[src/rtl/mda_pkg.sv]
// Shared constants and types for the MDA character-cell pixel path.
package mda_pkg;

  localparam int MDA_CELL_W  = 9;
  localparam int BLINK_CNT_W = 5;

  // Attribute nibble patterns that select the special MDA rendering modes
  localparam logic [2:0] ATTR_INVIS   = 3'b000;
  localparam logic [2:0] ATTR_REVERSE = 3'b111;
  localparam logic [2:0] ATTR_ULINE   = 3'b001;

  localparam int CURSOR_BLINK_BIT = 3;
  localparam int CHAR_BLINK_BIT   = 4;

  localparam logic [2:0] LINE_DRAW_MASK = 3'b110;

  typedef struct packed {
    logic blank;
    logic fg_v;
    logic fg_i;
    logic bg_v;
    logic bg_i;
  } cell_attr_t;

  localparam cell_attr_t CELL_BLANK = '{blank: 1'b1, default: 1'b0};

  // Characters C0h-DFh extend their last font column into the ninth dot
  function automatic logic line_draw_dot(input logic [2:0] code_hi, input logic font_lsb);
    return (code_hi == LINE_DRAW_MASK) ? font_lsb : 1'b0;
  endfunction

endpackage

[src/rtl/mda_blink_counter.sv]
// Frame counter driven by vsync rising edges; its upper bits pace cursor and character blink.
module mda_blink_counter
  import mda_pkg::*;
(
  input  logic clk,
  input  logic reset,
  input  logic vsync,
  output logic cursor_blink,
  output logic char_blink
);

  logic                   vsync_q;
  logic [BLINK_CNT_W-1:0] cnt;

  // vsync_q resets high so a vsync already asserted at reset release is not counted
  always_ff @(posedge clk) begin
    if (reset) begin
      vsync_q <= 1'b1;
      cnt     <= '0;
    end else begin
      vsync_q <= vsync;
      if (vsync && !vsync_q)
        cnt <= cnt + 5'd1;
    end
  end

  assign cursor_blink = cnt[CURSOR_BLINK_BIT];
  assign char_blink   = cnt[CHAR_BLINK_BIT];

endmodule

[src/rtl/mda_pixel_shifter.sv]
// Serialises MDA character cells into 9 video/intensity dots, applying the attribute,
// underline, blink and cursor rules at load time.
module mda_pixel_shifter
  import mda_pkg::*;
(
  input  logic       clk,
  input  logic       reset,
  input  logic       pix_ce,
  input  logic       char_load,
  input  logic [7:0] char_code,
  input  logic [7:0] attr,
  input  logic [7:0] font_bits,
  input  logic       display_enable,
  input  logic       cursor,
  input  logic       row_underline,
  input  logic       vsync,
  input  logic       blink_enable,
  output logic       video,
  output logic       intensity
);

  logic cursor_blink;
  logic char_blink;

  mda_blink_counter u_blink (
    .clk          (clk),
    .reset        (reset),
    .vsync        (vsync),
    .cursor_blink (cursor_blink),
    .char_blink   (char_blink)
  );

  logic [MDA_CELL_W-1:0] shift_q;
  logic [MDA_CELL_W-1:0] shift_d;
  cell_attr_t            cell_q;
  cell_attr_t            cell_d;
  logic [2:0]            fg;
  logic [2:0]            bg;
  logic                  pix_v;
  logic                  pix_i;
  logic                  unused_code;

  assign fg          = attr[2:0];
  assign bg          = attr[6:4];
  assign unused_code = ^char_code[4:0];

  // Whole-cell effects (underline, cursor) are folded into an all-ones glyph so that
  // the cell reverts to background once its 9 dots have been shifted out.
  always_comb begin
    cell_d  = CELL_BLANK;
    shift_d = {font_bits, line_draw_dot(char_code[7:5], font_bits[0])};
    if (display_enable) begin
      cell_d.blank = 1'b0;
      if (fg == ATTR_INVIS && bg == ATTR_INVIS) begin
        cell_d.fg_v = 1'b0;
      end else if (fg == ATTR_INVIS && bg == ATTR_REVERSE) begin
        cell_d.bg_v = 1'b1;
        cell_d.bg_i = attr[7] & ~blink_enable;
      end else if (fg == ATTR_ULINE && bg == ATTR_INVIS && row_underline) begin
        cell_d.fg_v = 1'b1;
        cell_d.fg_i = attr[3];
        shift_d     = '1;
      end else begin
        cell_d.fg_v = 1'b1;
        cell_d.fg_i = attr[3];
      end

      if (cursor && cursor_blink) begin
        cell_d.fg_v = 1'b1;
        cell_d.fg_i = attr[3];
        shift_d     = '1;
      end else if (blink_enable && attr[7] && char_blink) begin
        cell_d.fg_v = cell_d.bg_v;
        cell_d.fg_i = cell_d.bg_i;
      end
    end
  end

  always_comb begin
    pix_v = 1'b0;
    pix_i = 1'b0;
    if (!cell_q.blank) begin
      if (shift_q[MDA_CELL_W-1]) begin
        pix_v = cell_q.fg_v;
        pix_i = cell_q.fg_i;
      end else begin
        pix_v = cell_q.bg_v;
        pix_i = cell_q.bg_i;
      end
    end
  end

  // On a load edge the output still renders the old cell's MSB before the new cell lands
  always_ff @(posedge clk) begin
    if (reset) begin
      video     <= 1'b0;
      intensity <= 1'b0;
      shift_q   <= '0;
      cell_q    <= CELL_BLANK;
    end else if (pix_ce) begin
      video     <= pix_v;
      intensity <= pix_i;
      if (char_load) begin
        shift_q <= shift_d;
        cell_q  <= cell_d;
      end else begin
        shift_q <= {shift_q[MDA_CELL_W-2:0], 1'b0};
      end
    end
  end

endmodule

[config.mk]
export PLATFORM = sky130hd
export DESIGN_NAME = mda_pixel_shifter
export DESIGN_NICKNAME = d
export VERILOG_FILES = /design/src/rtl/mda_pkg.sv /design/src/rtl/mda_blink_counter.sv /design/src/rtl/mda_pixel_shifter.sv
export SDC_FILE = /design/constraint.sdc
export NUM_CORES = 1
export LEC_CHECK = 0
export BUFFER_PORTS_ARGS = -buffer_cell sky130_fd_sc_hd__buf_2
export CELL_PAD_IN_SITES_DETAIL_PLACEMENT = 0
export CELL_PAD_IN_SITES_GLOBAL_PLACEMENT = 2
export CORE_MARGIN = 4
export CORE_UTILIZATION = 31
export CTS_BUF_LIST = sky130_fd_sc_hd__clkbuf_4
export DETAILED_ROUTE_END_ITERATION = 16
export HOLD_SLACK_MARGIN = 0.02
export PLACE_DENSITY_LB_ADDON = 0.1
export SKIP_CTS_REPAIR_TIMING = 1
export SYNTH_ARGS = -nofsm -noshare
export SYNTH_HDL_FRONTEND = slang
export SYNTH_SLANG_ARGS = --single-unit
[constraint.sdc]
create_clock -name clk -period 2.45 [get_ports clk]
set_clock_uncertainty 0.2 [all_clocks]
set_input_delay 0.49 -clock clk [delete_from_list [all_inputs] [get_ports clk]]
set_output_delay 0.49 -clock clk [all_outputs]
set_load 0.02 [all_outputs]
; ---- Word level (Yosys, flattened, before mapping)
; Index checks and enable logic that the tools add are counted.
[totals]
memories = 0
out_inout_bits = 2
mem_bits_rw = 0
latchBits = 0
mem_bits_ro = 0
reg_bits = 22
word_cells = 46
input_bits = 33
[classes]
div_mod_pow = 0
magnitude_cmp = 0
add_sub_neg = 1
mux = 18
n_eq_ne = 3
multipliers = 0
reduce_logical = 12
bitwise_logic = 2
shifts = 0
[op_table]
columns = operator, n
row1 = 9-bit two-way mux, 6
row2 = 1-bit logical AND, 8
row3 = 2-bit two-way mux, 4
row4 = "3-bit == test, second input constant", 2
row5 = 3-bit zero test, 2
row6 = 1-bit two-way mux, 6
row7 = "5-bit by 1-bit adder with 5-bit output, second input constant", 1
row8 = 5-bit two-way mux, 1
row9 = "3-bit by 1-bit == test with 1-bit output, second input constant", 1
row10 = 3-bit two-way mux, 1
row11 = 2-bit AND reduction, 1
row12 = 1-bit bitwise AND, 1
row13 = 1-bit zero test, 1
row14 = 1-bit NOT, 1

; ---- Longest topological paths before layout
[depth]
ltp_word = 9
mapped_depth = 5
mapped_depth_nobuf = 4

; ---- By module
; A second synthesis with hierarchy kept.
[unflattened]
hier_cells = 119
hier_area_um2 = 1052.3
[by_module_without_submodules]
columns = module, seq_area_each_um2, cells_each, area_each_um2, instances
row1 = mda_pixel_shifter, 320.3, 95, 798.3, 1
row2 = mda_blink_counter, 120.1, 24, 254.0, 1

; ---- Worst setup path after synthesis
; OpenSTA, ideal clock, no wires.
[synth_path]
path_kind = input to register
from = input attr[1]
to = register cell_q[3] in the netlist's numbering
t_arrival_ns = 1.522
cell_stages = 4
required_time_ns = 2.133
setup_slack_ns = 0.611
n_path_buf = 0
setup_time_ns = 0.117
cell_sequence = or3_4 > a21o_1 > a221o_1 > a22o_1
[synth_via]
elab_chain_cells = 7
word_cells_on_any_way = 10
classes_between = 7 x mux / 3 x reduce/logical
[synth_rtl]
columns = element, line_no
row1 = from (decl), mda_pixel_shifter.sv:11  ; input logic [7:0] attr,
row2 = 3-bit zero test *, "mda_pixel_shifter.sv:54, mda_pixel_shifter.sv:56"
row3 = 1-bit logical AND, mda_pixel_shifter.sv:56  ; end else if (fg == ATTR_INVIS && bg == ATTR_REVERSE) begin
row4 = 2-bit two-way mux, mda_pixel_shifter.sv:56
row5 = 1-bit two-way mux / 3-bit two-way mux (equally long branches), mda_pixel_shifter.sv:54  ; if (fg == ATTR_INVIS && bg == ATTR_INVIS) begin
row6 = 2-bit two-way mux *, mda_pixel_shifter.sv:72  ; end else if (blink_enable && attr[7] && char_blink) begin
row7 = 2-bit two-way mux *, mda_pixel_shifter.sv:68  ; if (cursor && cursor_blink) begin
row8 = 5-bit two-way mux *, mda_pixel_shifter.sv:52  ; if (display_enable) begin
row9 = to (signal assigned), mda_pixel_shifter.sv:105  ; cell_q <= cell_d;
row10 = to (decl), mda_pixel_shifter.sv:35  ; cell_attr_t cell_q;
; Every way passes the cells marked *; elsewhere a longest branch is shown, timed or not.
; A chain may end at the register's enable or synchronous reset.

; ---- Worst setup path after layout
; Ends and elaborated chain as after synthesis.

==> reports/results.txt <==
The synthesized area is 0.00101 sq mm, and the total global routing overflow is 0. Global-route total usage across every layer: 11.2%. Of the synthesized area, sequential elements account for 43.4%.

Setup violations remaining at the end of the flow were counted as 0. Leaving out fill and tap cells, the most frequent cell in the layout is sky130_fd_sc_hd__buf_2. For the data arrival at the endpoint of the critical path, the log shows 1.67 ns. The synthesis-to-layout area growth works out to 21.8%. Length of routed wiring on met1: 1120 um. For the pin with the worst max-slew slack, the measured transition is 0.411 ns.

Leaving out filler cells and counting taps, the final layout contains 189. The placed instance count is 185, and the number of warning messages in the yosys log is 0. The initial DRC count is 36, and the max-cap check violation count is 0. Pin placement for this block handled 35 I/O pins. The number of vias per cell came out at 4.88. The cell count after synthesis came out at 115.

For this run, design rule violations remaining after detail routing come to 0. Adding up every negative setup slack in the final design gives 0 ns. Entering global routing, the biggest net connects 23 pins. Of the cells placed in the final design, the portion with a size suffix greater than 1 is 24.8%. In the layout the commonest cells are sky130_fd_sc_hd__buf_2, sky130_fd_sc_hd__dfxtp_1, sky130_fd_sc_hd__o21ai_0. The clock tree root driver cell is sky130_fd_sc_hd__clkbuf_4. The core area is 0.00310 sq mm, and the area share of the largest cell type after synthesis is 43.4%.

Type of element launching the critical path: an input port. The run gives 1630 um as the half-perimeter wire length of the detailed placement result. The worst setup path is captured at a register. The die boundary width came out at 65.2 um. For this design the static power due to leakage is 0.000529 uW. Vertical die dimension: 65.2 um. The effective utilization at floorplan is 32.7%.

The tools report the share of total power in sequential cells as 60.7%. Dividing the final minimum period by the clock period gives 67.7%. The number of levels the H-tree was split into was 1.

The combinational group share of total power is 13.0%. The number of synthesized flops with an enable pin works out to 0. The count of nets left with antenna violations once routing finished came out at 0.

The total routed wirelength was 2200 um; the design internal power was 472 uW. The synthesized design contains 22 register bits. Of the total power, the share spent switching nets is 24.5%. In this run the worst path has a maximum fanout of 3. TritonCTS built the clock tree. After clock tree synthesis, the clock-pin slew on the worst setup and hold paths is 0.12 ns. The number of antenna diodes in the final layout is 0. The most used flip-flop cell after synthesis is sky130_fd_sc_hd__dfxtp_1.

The die covers 0.00425 sq mm. On the final layout, the worst hold slack is 0.181 ns. Power per cell area: 506 mW/mm^2. The run gives 0.710 as the routability congestion estimate from global placement. The clock latency of the later-clocked register in the worst-skew pair was 0.30 ns. The worst path needs 1.66 ns of the cycle, external delays included.

The first detailed-routing pass ran for 4 iterations. Counting every sink on the clock net gives 22. For the number of global-route vias before repair, the log shows 865.

The min-delay analysis places its worst path in the category input port to register. The run gives 0 as the initial antenna violation count. Static timing analysis puts the maximum clock frequency at 603 MHz.

The average wire per cell in the routed design was 11.6 um. The largest total area in the synthesized netlist belongs to sky130_fd_sc_hd__dfxtp_1. Setup repair after global routing left no endpoint under its margin. The synthesized area per cell works out to 8.82 sq um. For the global-route wire length before repair, the log shows 3750 um.

The clock network accounts for 26.3% of the total power. The total count of hold-check failures in the final report is 0. In this run the power spent charging and discharging nets is 154 uW. The initialized floorplan defines 20 standard-cell rows. The tools report the overall power of the completed layout as 626 uW. The number of clock buffers added by TritonCTS is 3. The logs give 2.46 ns for the required time reported for the critical path endpoint and 149 for the post-synthesis net count.

The count of distinct cell types in the synthesized netlist was 32. Ranked by total cell area, the synthesized netlist is headed by sky130_fd_sc_hd__dfxtp_1, sky130_fd_sc_hd__mux2i_1, sky130_fd_sc_hd__o21ai_0, sky130_fd_sc_hd__nand2_1, sky130_fd_sc_hd__nor2_1. The final count of pins violating max slew came out at 0. The post-route standard cell area excluding fillers was 0.00124 sq mm; the sum of met2 wire segment lengths after detailed routing was 946 um. The longest clock path from root to sink contains 2 buffers. The peak supply drop is 0.207 mV.

In this run the top signal layer used is met4. The worst setup path is of the input port to register kind. Wire segments on met3 add up to 111 um in the final route. In the synthesized netlist the async set-or-reset flop fraction comes to 0%. The final layout contains 180 nets.

In this run the tightest slew margin relative to its limit is 72.6%. The detailed router placed 922 vias in this run. Buffers placed on the I/O ports in this run total 29. Once placement finished, the instance area stood at 0.00121 sq mm. The run finished with clean final reports.
==> worst max-delay path: stages <==
cell and delay (ns):
sky130_fd_sc_hd__buf_2 0.10, sky130_fd_sc_hd__or3_4 0.38, sky130_fd_sc_hd__a21o_1 0.17, sky130_fd_sc_hd__a221o_1 0.29
sky130_fd_sc_hd__a22o_1 0.22
==> power groups by stage <==
stage               Combinational [uW]  Sequential (uW)  Clock, uW
finish                            81.5              380        165
CTS                               82.2              380        176
floorplan                         47.0              386          0
detailed placement                81.9              388          0
global route                      93.3              382        190
global placement                  80.4              388          0
==> layout make-up <==
cell class,count,area [sq um]
Clock buffer,3,22.5
Clock inverter,1,3.75
Fill cell,353,1870
Multi-Input combinational cell,88,554
Sequential cell,22,440
Tap cell,44,55.1
Timing Repair Buffer,31,160
==> cells by family (layout without fill, tap and decap cells) <==
family	Yosys count	in the layout	synth area share (%)
compound gates	28	28	16.8
buf+inv	5	35	1.97
simple gates	42	42	20.3
fa+ha+maj	1	1	1.23
mux	13	13	12.8
flops	22	22	43.4
xor+xnor	4	4	3.45
==> metrics by stage <==
| stage | util (%) | setup WS (ns) |
|---|---|---|
| after global routing | 39.8 | 0.688 |
| after detailed placement | 39.0 | 0.459 |
| after global placement | 39.0 | 0.457 |
| after CTS | 39.8 | 0.790 |
| after floorplan | - | 0.611 |
| final | 39.8 | 0.790 |
==> registers in the layout (all words and copies together), names as in the netlist <==
| name | count |
|---|---|
| shift_q | 9 |
| u_blink.cnt | 5 |
| cell_q | 5 |
| video | 1 |
| u_blink.vsync_q | 1 |
| intensity | 1 |
==> per-layer routing <==
layer | track usage, % | up-vias
met1 | 14.7 | 426
met4 | 4.66 | 0
met5 | 0 | -
met3 | 2.05 | 2
li1 | - | 475
met2 | 18.1 | 19
==> path summary, 6_finish.rpt <==
check                           depth (start not counted)  slack [ns]       startpoint               to
worst max-delay path                                    5        0.79          attr[1]        cell_q[3]
worst min-delay path                                    2        0.18            vsync  u_blink.vsync_q
worst min register to register                          2        0.27        cell_q[1]        cell_q[1]
worst max register to register                          4        1.10  u_blink.vsync_q   u_blink.cnt[3]
==> Yosys cell counts, types with 2 or more instances <==
cell and instances:
sky130_fd_sc_hd__o21ai_0 16, sky130_fd_sc_hd__nand2_1 14, sky130_fd_sc_hd__nor3b_1 2, sky130_fd_sc_hd__nor2_1 12, sky130_fd_sc_hd__nand3_1 2, sky130_fd_sc_hd__dfxtp_1 22, sky130_fd_sc_hd__mux2i_1 13, sky130_fd_sc_hd__a21oi_1 3
sky130_fd_sc_hd__xor2_1 3, sky130_fd_sc_hd__buf_1 2, sky130_fd_sc_hd__clkbuf_1 2, sky130_fd_sc_hd__nand4_1 3, sky130_fd_sc_hd__a22o_1 2
Power figures use the tool's default switching activity.
